==> config.mk <==
export PLATFORM = sky130hd
export DESIGN_NAME = tot_trigger_multi
export DESIGN_NICKNAME = d
export VERILOG_FILES = /design/src/rtl/tot_trigger_multi.sv
export SDC_FILE = /design/constraint.sdc
export NUM_CORES = 1
export LEC_CHECK = 0
export ABC_AREA = 0
export CORE_UTILIZATION = 63
export DETAILED_ROUTE_END_ITERATION = 12
export DONT_BUFFER_PORTS = 1
export PLACE_DENSITY = 0.79
export SKIP_CTS_REPAIR_TIMING = 1
export SYNTH_ARGS = -nofsm -noshare
export SYNTH_HDL_FRONTEND = slang
export SYNTH_SLANG_ARGS = --single-unit
==> constraint.sdc <==
create_clock -name CLK120 -period 3.4 [get_ports CLK120]
set_clock_uncertainty 0.05 [all_clocks]
set_input_delay 0.34 -clock CLK120 [delete_from_list [all_inputs] [get_ports CLK120]]
set_output_delay 0.34 -clock CLK120 [all_outputs]
set_load 0.01 [all_outputs]
==> src/rtl/tot_trigger_multi.sv <==
// Multi-channel time-over-threshold trigger: per-channel compare, multiplicity, sliding-window
// occupancy with holdoff. Optional peak-occupancy tracking when TOT_PEAK_OCC_EN is defined.
module tot_trigger_multi #(
  parameter int unsigned ADC_WIDTH = 12,
  parameter int unsigned NCHAN     = 3,
  parameter int unsigned WIDTH     = 122,
  parameter int unsigned DECIM     = 3,
  parameter int unsigned HOLD_W    = 8,
  localparam int unsigned MULT_W   = $clog2(NCHAN + 1),
  localparam int unsigned OCC_W    = $clog2(WIDTH + 1)
) (
  input  logic                       CLK120,
  input  logic                       RESET_N,
  input  logic                       SYNC,
  input  logic [NCHAN*ADC_WIDTH-1:0] ADC,
  input  logic [NCHAN*ADC_WIDTH-1:0] THRES,
  input  logic [NCHAN-1:0]           TRIG_ENABLE,
  input  logic [MULT_W-1:0]          MULTIPLICITY,
  input  logic [OCC_W-1:0]           OCCUPANCY,
  input  logic [HOLD_W-1:0]          HOLDOFF,
`ifdef TOT_PEAK_OCC_EN
  input  logic                       PEAK_CLR,
  output logic [OCC_W-1:0]           PEAK_OCC,
`endif
  output logic                       TRIG,
  output logic [31:0]                TRIG_COUNT,
  output logic [OCC_W-1:0]           OCC_NOW,
  output logic                       DEBUG
);

  localparam int unsigned PH_W = (DECIM > 1) ? $clog2(DECIM) : 1;

  logic [PH_W-1:0]            phase_q, phase_d;
  logic                       tick;
  logic [NCHAN*ADC_WIDTH-1:0] adc_q, thres_q;
  logic [NCHAN-1:0]           pmt_q, pmt_d;
  logic [MULT_W-1:0]          sum_q, sum_d;
  logic                       sb_q, sb_d;
  logic                       debug_q;
  logic [WIDTH-1:0]           window_q, window_d;
  logic [OCC_W-1:0]           occ_q, occ_d;
  logic [HOLD_W-1:0]          hold_q, hold_d;
  logic                       trig_q, trig_d;
  logic [31:0]                count_q, count_d;
  logic                       fire;

  // SYNC forces phase 0 so the following clock is a tick.
  always_comb begin
    if (SYNC) begin
      phase_d = '0;
    end else if (phase_q == PH_W'(DECIM - 1)) begin
      phase_d = '0;
    end else begin
      phase_d = phase_q + 1'b1;
    end
  end

  assign tick = (phase_q == '0);

  always_comb begin
    pmt_d = '0;
    for (int i = 0; i < NCHAN; i++) begin
      pmt_d[i] = (adc_q[i*ADC_WIDTH +: ADC_WIDTH] > thres_q[i*ADC_WIDTH +: ADC_WIDTH]) &&
                 TRIG_ENABLE[i];
    end
  end

  always_comb begin
    sum_d = '0;
    for (int i = 0; i < NCHAN; i++) begin
      sum_d = sum_d + MULT_W'(pmt_q[i]);
    end
  end

  assign sb_d = (sum_q >= MULTIPLICITY) && (MULTIPLICITY != '0);

  // Window shift and occupancy tracking; a firing decision clears both and wins.
  always_comb begin
    fire     = tick && (occ_q > OCCUPANCY) && (hold_q == '0);
    window_d = window_q;
    occ_d    = occ_q;
    hold_d   = hold_q;
    count_d  = count_q;
    trig_d   = 1'b0;
    if (tick) begin
      if (fire) begin
        window_d = '0;
        occ_d    = '0;
        hold_d   = HOLDOFF;
        count_d  = count_q + 32'd1;
        trig_d   = 1'b1;
      end else begin
        window_d = {window_q[WIDTH-2:0], sb_q};
        if (sb_q && !window_q[WIDTH-1] && (occ_q != OCC_W'(WIDTH))) begin
          occ_d = occ_q + 1'b1;
        end else if (!sb_q && window_q[WIDTH-1] && (occ_q != '0)) begin
          occ_d = occ_q - 1'b1;
        end
        if (hold_q != '0) begin
          hold_d = hold_q - 1'b1;
        end
      end
    end
  end

  always_ff @(posedge CLK120 or negedge RESET_N) begin
    if (!RESET_N) begin
      phase_q  <= '0;
      adc_q    <= '0;
      thres_q  <= '0;
      pmt_q    <= '0;
      sum_q    <= '0;
      sb_q     <= 1'b0;
      debug_q  <= 1'b0;
      window_q <= '0;
      occ_q    <= '0;
      hold_q   <= '0;
      trig_q   <= 1'b0;
      count_q  <= '0;
    end else begin
      phase_q  <= phase_d;
      debug_q  <= sb_d;
      window_q <= window_d;
      occ_q    <= occ_d;
      hold_q   <= hold_d;
      trig_q   <= trig_d;
      count_q  <= count_d;
      if (tick) begin
        adc_q   <= ADC;
        thres_q <= THRES;
        pmt_q   <= pmt_d;
        sum_q   <= sum_d;
        sb_q    <= sb_d;
      end
    end
  end

`ifdef TOT_PEAK_OCC_EN
  logic [OCC_W-1:0] peak_q;

  always_ff @(posedge CLK120 or negedge RESET_N) begin
    if (!RESET_N) begin
      peak_q <= '0;
    end else if (PEAK_CLR) begin
      peak_q <= occ_q;
    end else if (tick && (occ_q > peak_q)) begin
      peak_q <= occ_q;
    end
  end

  assign PEAK_OCC = peak_q;
`endif

  assign TRIG       = trig_q;
  assign TRIG_COUNT = count_q;
  assign OCC_NOW    = occ_q;
  assign DEBUG      = debug_q;

endmodule
==> summary.md <==
| Metric | Value |
|---|---|
| Share of the synthesized area in the top cell type | `a little under three fifths` |
| Setup TNS | `0 ns` |
| Post-synth EDFFs | `0` |
| Syn Inst Count | `about 1,000` |
| Vias per cell | `around 6.0` |
| Ys async rst share | `100%` |
| Final setup vio count | `0` |
| CTS buffer count | `25` |
| Peak VDD IR | `between 0.4 and 0.5 mV` |
| Clock sink count | `about 250` |
| Clk slew on worst S/H paths | `around 0.060 ns` |
| XOR/XNOR Fraction of Synth Area | `2.55%` |
| CTS tree | `done` |
| CTS H-tree lvls | `1` |
| FF-to-FF path depth | `8` |
| LEAKAGE | `6.31 nW` |
| Commonest non-fill, non-tap cell in the layout | `dfrtp_1` |
| Status | `finished, violations left` |
| Critical Path Fanout Max | `83` |
| Nature of the critical path endpoint | `flip-flop` |
| Full die area | `about 18,000 µm²` |
| Post-synthesis sequential area ratio | `57.2%` |
| Total gr overflow | `0` |
| Num rows | `between 40 and 50` |
| CP Launch Point | `OCC_NOW[4]$_DFFE_PN0P_` |
| Syn Nets | `around 1,100` |
| DRT Wirelength | `between 20 and 25 mm` |
| Max-Cap Viols | `0` |
| First-pass GRT wire length | `between 30 and 40 mm` |
| Core footprint | `roughly 17,000 µm²` |
| Relative slew slack | `between 20% and 30%` |
| Crit path kind | `reg2reg` |
| Residual DRC count | `0` |
| Simple-Gate Fraction of Synth Area | `12.1%` |
| Library cells used by synthesis | `58` |
| Flop-to-flop setup slack | `around 0.51 ns` |
| Post-layout nets | `roughly 1,200` |
| WP data required | `around 3.8 ns` |
| Area leader, netlist | `dfrtp_1` |
| Max-slew violations | `0` |
| Initial Util | `roughly two thirds` |
| Post-synthesis compound-gate area fraction | `17.0%` |
| IO buf count | `0` |
| # IOs | `between 100 and 150` |
| FF+latch count, synth | `251` |
| Fin. Hold Viols | `252` |
| Pwr dens | `between 600 and 700 nW/µm²` |
| DP HPWL | `around 13 mm` |
| Die width | `approximately 130 µm` |
| Hold crit path type | `in2async` |
| TritonRoute pass-1 iters | `5` |
| End of the critical path | `window_q[99]$_DFFE_PN0P_` |
| Worst flop-to-flop path startpoint | `OCC_NOW[4]$_DFFE_PN0P_` |
| ANT cells | `0` |
| Vias in the first global route | `7,238` |
| RSZ-0062 raised after global routing | `no` |
| Critical R2R Capture | `window_q[99]$_DFFE_PN0P_` |
| Largest family of logic cells by synthesized area | `compound AO/OA/AOI/OAI gates` |
| WL/cell | `18.2 µm` |
| Placed cell area | `between 10,000 and 15,000 µm²` |
| Gr usage total | `a little under a quarter` |
| Worst-margin pin slew | `approximately 1.1 ns` |
| Layout cell share with drive strength beyond 1 | `approximately 5.1%` |
| Initial antenna violation count | `0` |
| Mux contribution to synthesized area | `less than 1%` |
| Fillers | `roughly 1,100` |
| Final min period | `2.89 ns` |
| Failing checks | `hold timing` |
| Antenna-violating nets left | `0` |
| Adder-cell area share of the yosys netlist | `~6.4%` |
| Netlist Area Pre-Place | `11,000 µm²` |
| Synthesized area per cell | `11.1 µm²` |
| Largest net degree at the start of global routing | `~250` |
| Ys Warns | `0` |
| Fin crit share | `between 80% and 90%` |
| Initial drt markers | `around 580` |
| Syn-to-layout area delta | `15.6%` |
| Critical path arrival | `approximately 3.3 ns` |
| Die Y-Extent | `134 µm` |
| Synth top area cells | `dfrtp_1 (57%), a22o_1 (9.9%), ha_1 (6.0%)` |
| Clock Tree Root | `clkbuf_16` |
| Startpoint types | `flip-flop` |
| GPL Wtd Cong | `roughly 0.87` |
| Ys flop type | `dfrtp_1` |
| WHS | `-0.544 ns` |
| Worst-Skew Late Latency | `0.52 ns` |
| Max clock buf depth | `3` |
| Vias | `about 8,000` |
| Fmax | `roughly 350 MHz` |
| Most frequent cells in the layout | `dfrtp_1 (251), nand2_1 (172), a22o_1 (124)` |
| Final Instance Area | `around 13,000 µm²` |
## power breakdown
part / internal [mW] / switching [mW]
sequential: 3.40 / 0.353
clock: 1.62 / 1.13
combinational: 0.750 / 0.891
## worst min-delay path by stage
stage / start / endpoint / slack [ns]
after floorplan: RESET_N / DEBUG$_DFF_PN0_ / -0.006
after global placement: RESET_N / TRIG_COUNT[24]$_DFFE_PN0P_ / -0.0009
after detailed placement: RESET_N / TRIG_COUNT[23]$_DFFE_PN0P_ / -0.001
after CTS: RESET_N / TRIG_COUNT[23]$_DFFE_PN0P_ / -0.56
after global routing: RESET_N / TRIG_COUNT[18]$_DFFE_PN0P_ / -0.56
final: RESET_N / TRIG_COUNT[15]$_DFFE_PN0P_ / -0.54
## registers in the layout, summed over array words and instances (netlist names)
register    count
window_q      122
adc_q          36
thres_q        36
TRIG_COUNT     32
hold_q          8
OCC_NOW         7
pmt_q           3
phase_q         2
sum_q           2
DEBUG           1
TRIG            1
sb_q            1
## layer usage
metal / wire length [µm] / global-route usage (%)
met1: 9720 / 32.4
met3: 1400 / 5.67
met2: 11600 / 38.3
met5: 0 / 0
met4: 676 / 6.74
## Yosys cell counts (7+ instances only)
library cell	n
nand2_1	172
nand3_1	15
inv_1	61
nor2_1	24
buf_6	10
a22o_1	124
a21oi_1	16
nor3_1	25
o21ai_0	51
xnor2_1	11
dfrtp_1	251
o21a_1	7
nand4_1	18
ha_1	53
xor2_1	21
nor2b_1	8
clkbuf_1	35
a21o_1	8
## critical path: stages (launching register included)
cell and delay (ns):
dfrtp_1 0.47, ha_1 0.34, a211o_1 0.26, a21oi_1 0.17, a211o_1 0.19, inv_2 0.06
nor2_4 0.65, buf_12 0.39, a22o_1 0.19
## final cells by class
cell class	instances	area [µm²]	share of cell area, %
timing repair buffer	88	893	7.03
sequential	251	6280	49.4
tap	220	275	2.17
clock buffer	38	724	5.70
multi-input combinational	621	4210	33.2
inverter	62	233	1.83
clock inverter	6	83.8	0.660
## stage by stage
stage	hold WS (ns)	std cells	total power, mW	utilization [%]	worst slack (ns)
final	-0.544	1286	8.14	75.5	0.512
after global routing	-0.559	1286	8.55	75.5	0.329
after CTS	-0.555	1203	8.03	70.6	0.510
after detailed placement	-0.00133	1159	5.27	65.8	0.556
after global placement	-0.000892	1159	5.21	65.8	0.589
after floorplan	-0.00559	986	4.95	-	0.962
## logic make-up (layout without fill, tap and decap cells)
logic type	after synthesis	in the layout
XOR/XNOR	32	32
adder cells (fa/ha/maj)	55	55
AND/OR/NAND/NOR	287	287
AO/OA/AOI/OAI	245	245
buffers and inverters	114	194
multiplexers	2	2
flip-flops	251	251
(Power assumes the default switching activity.)
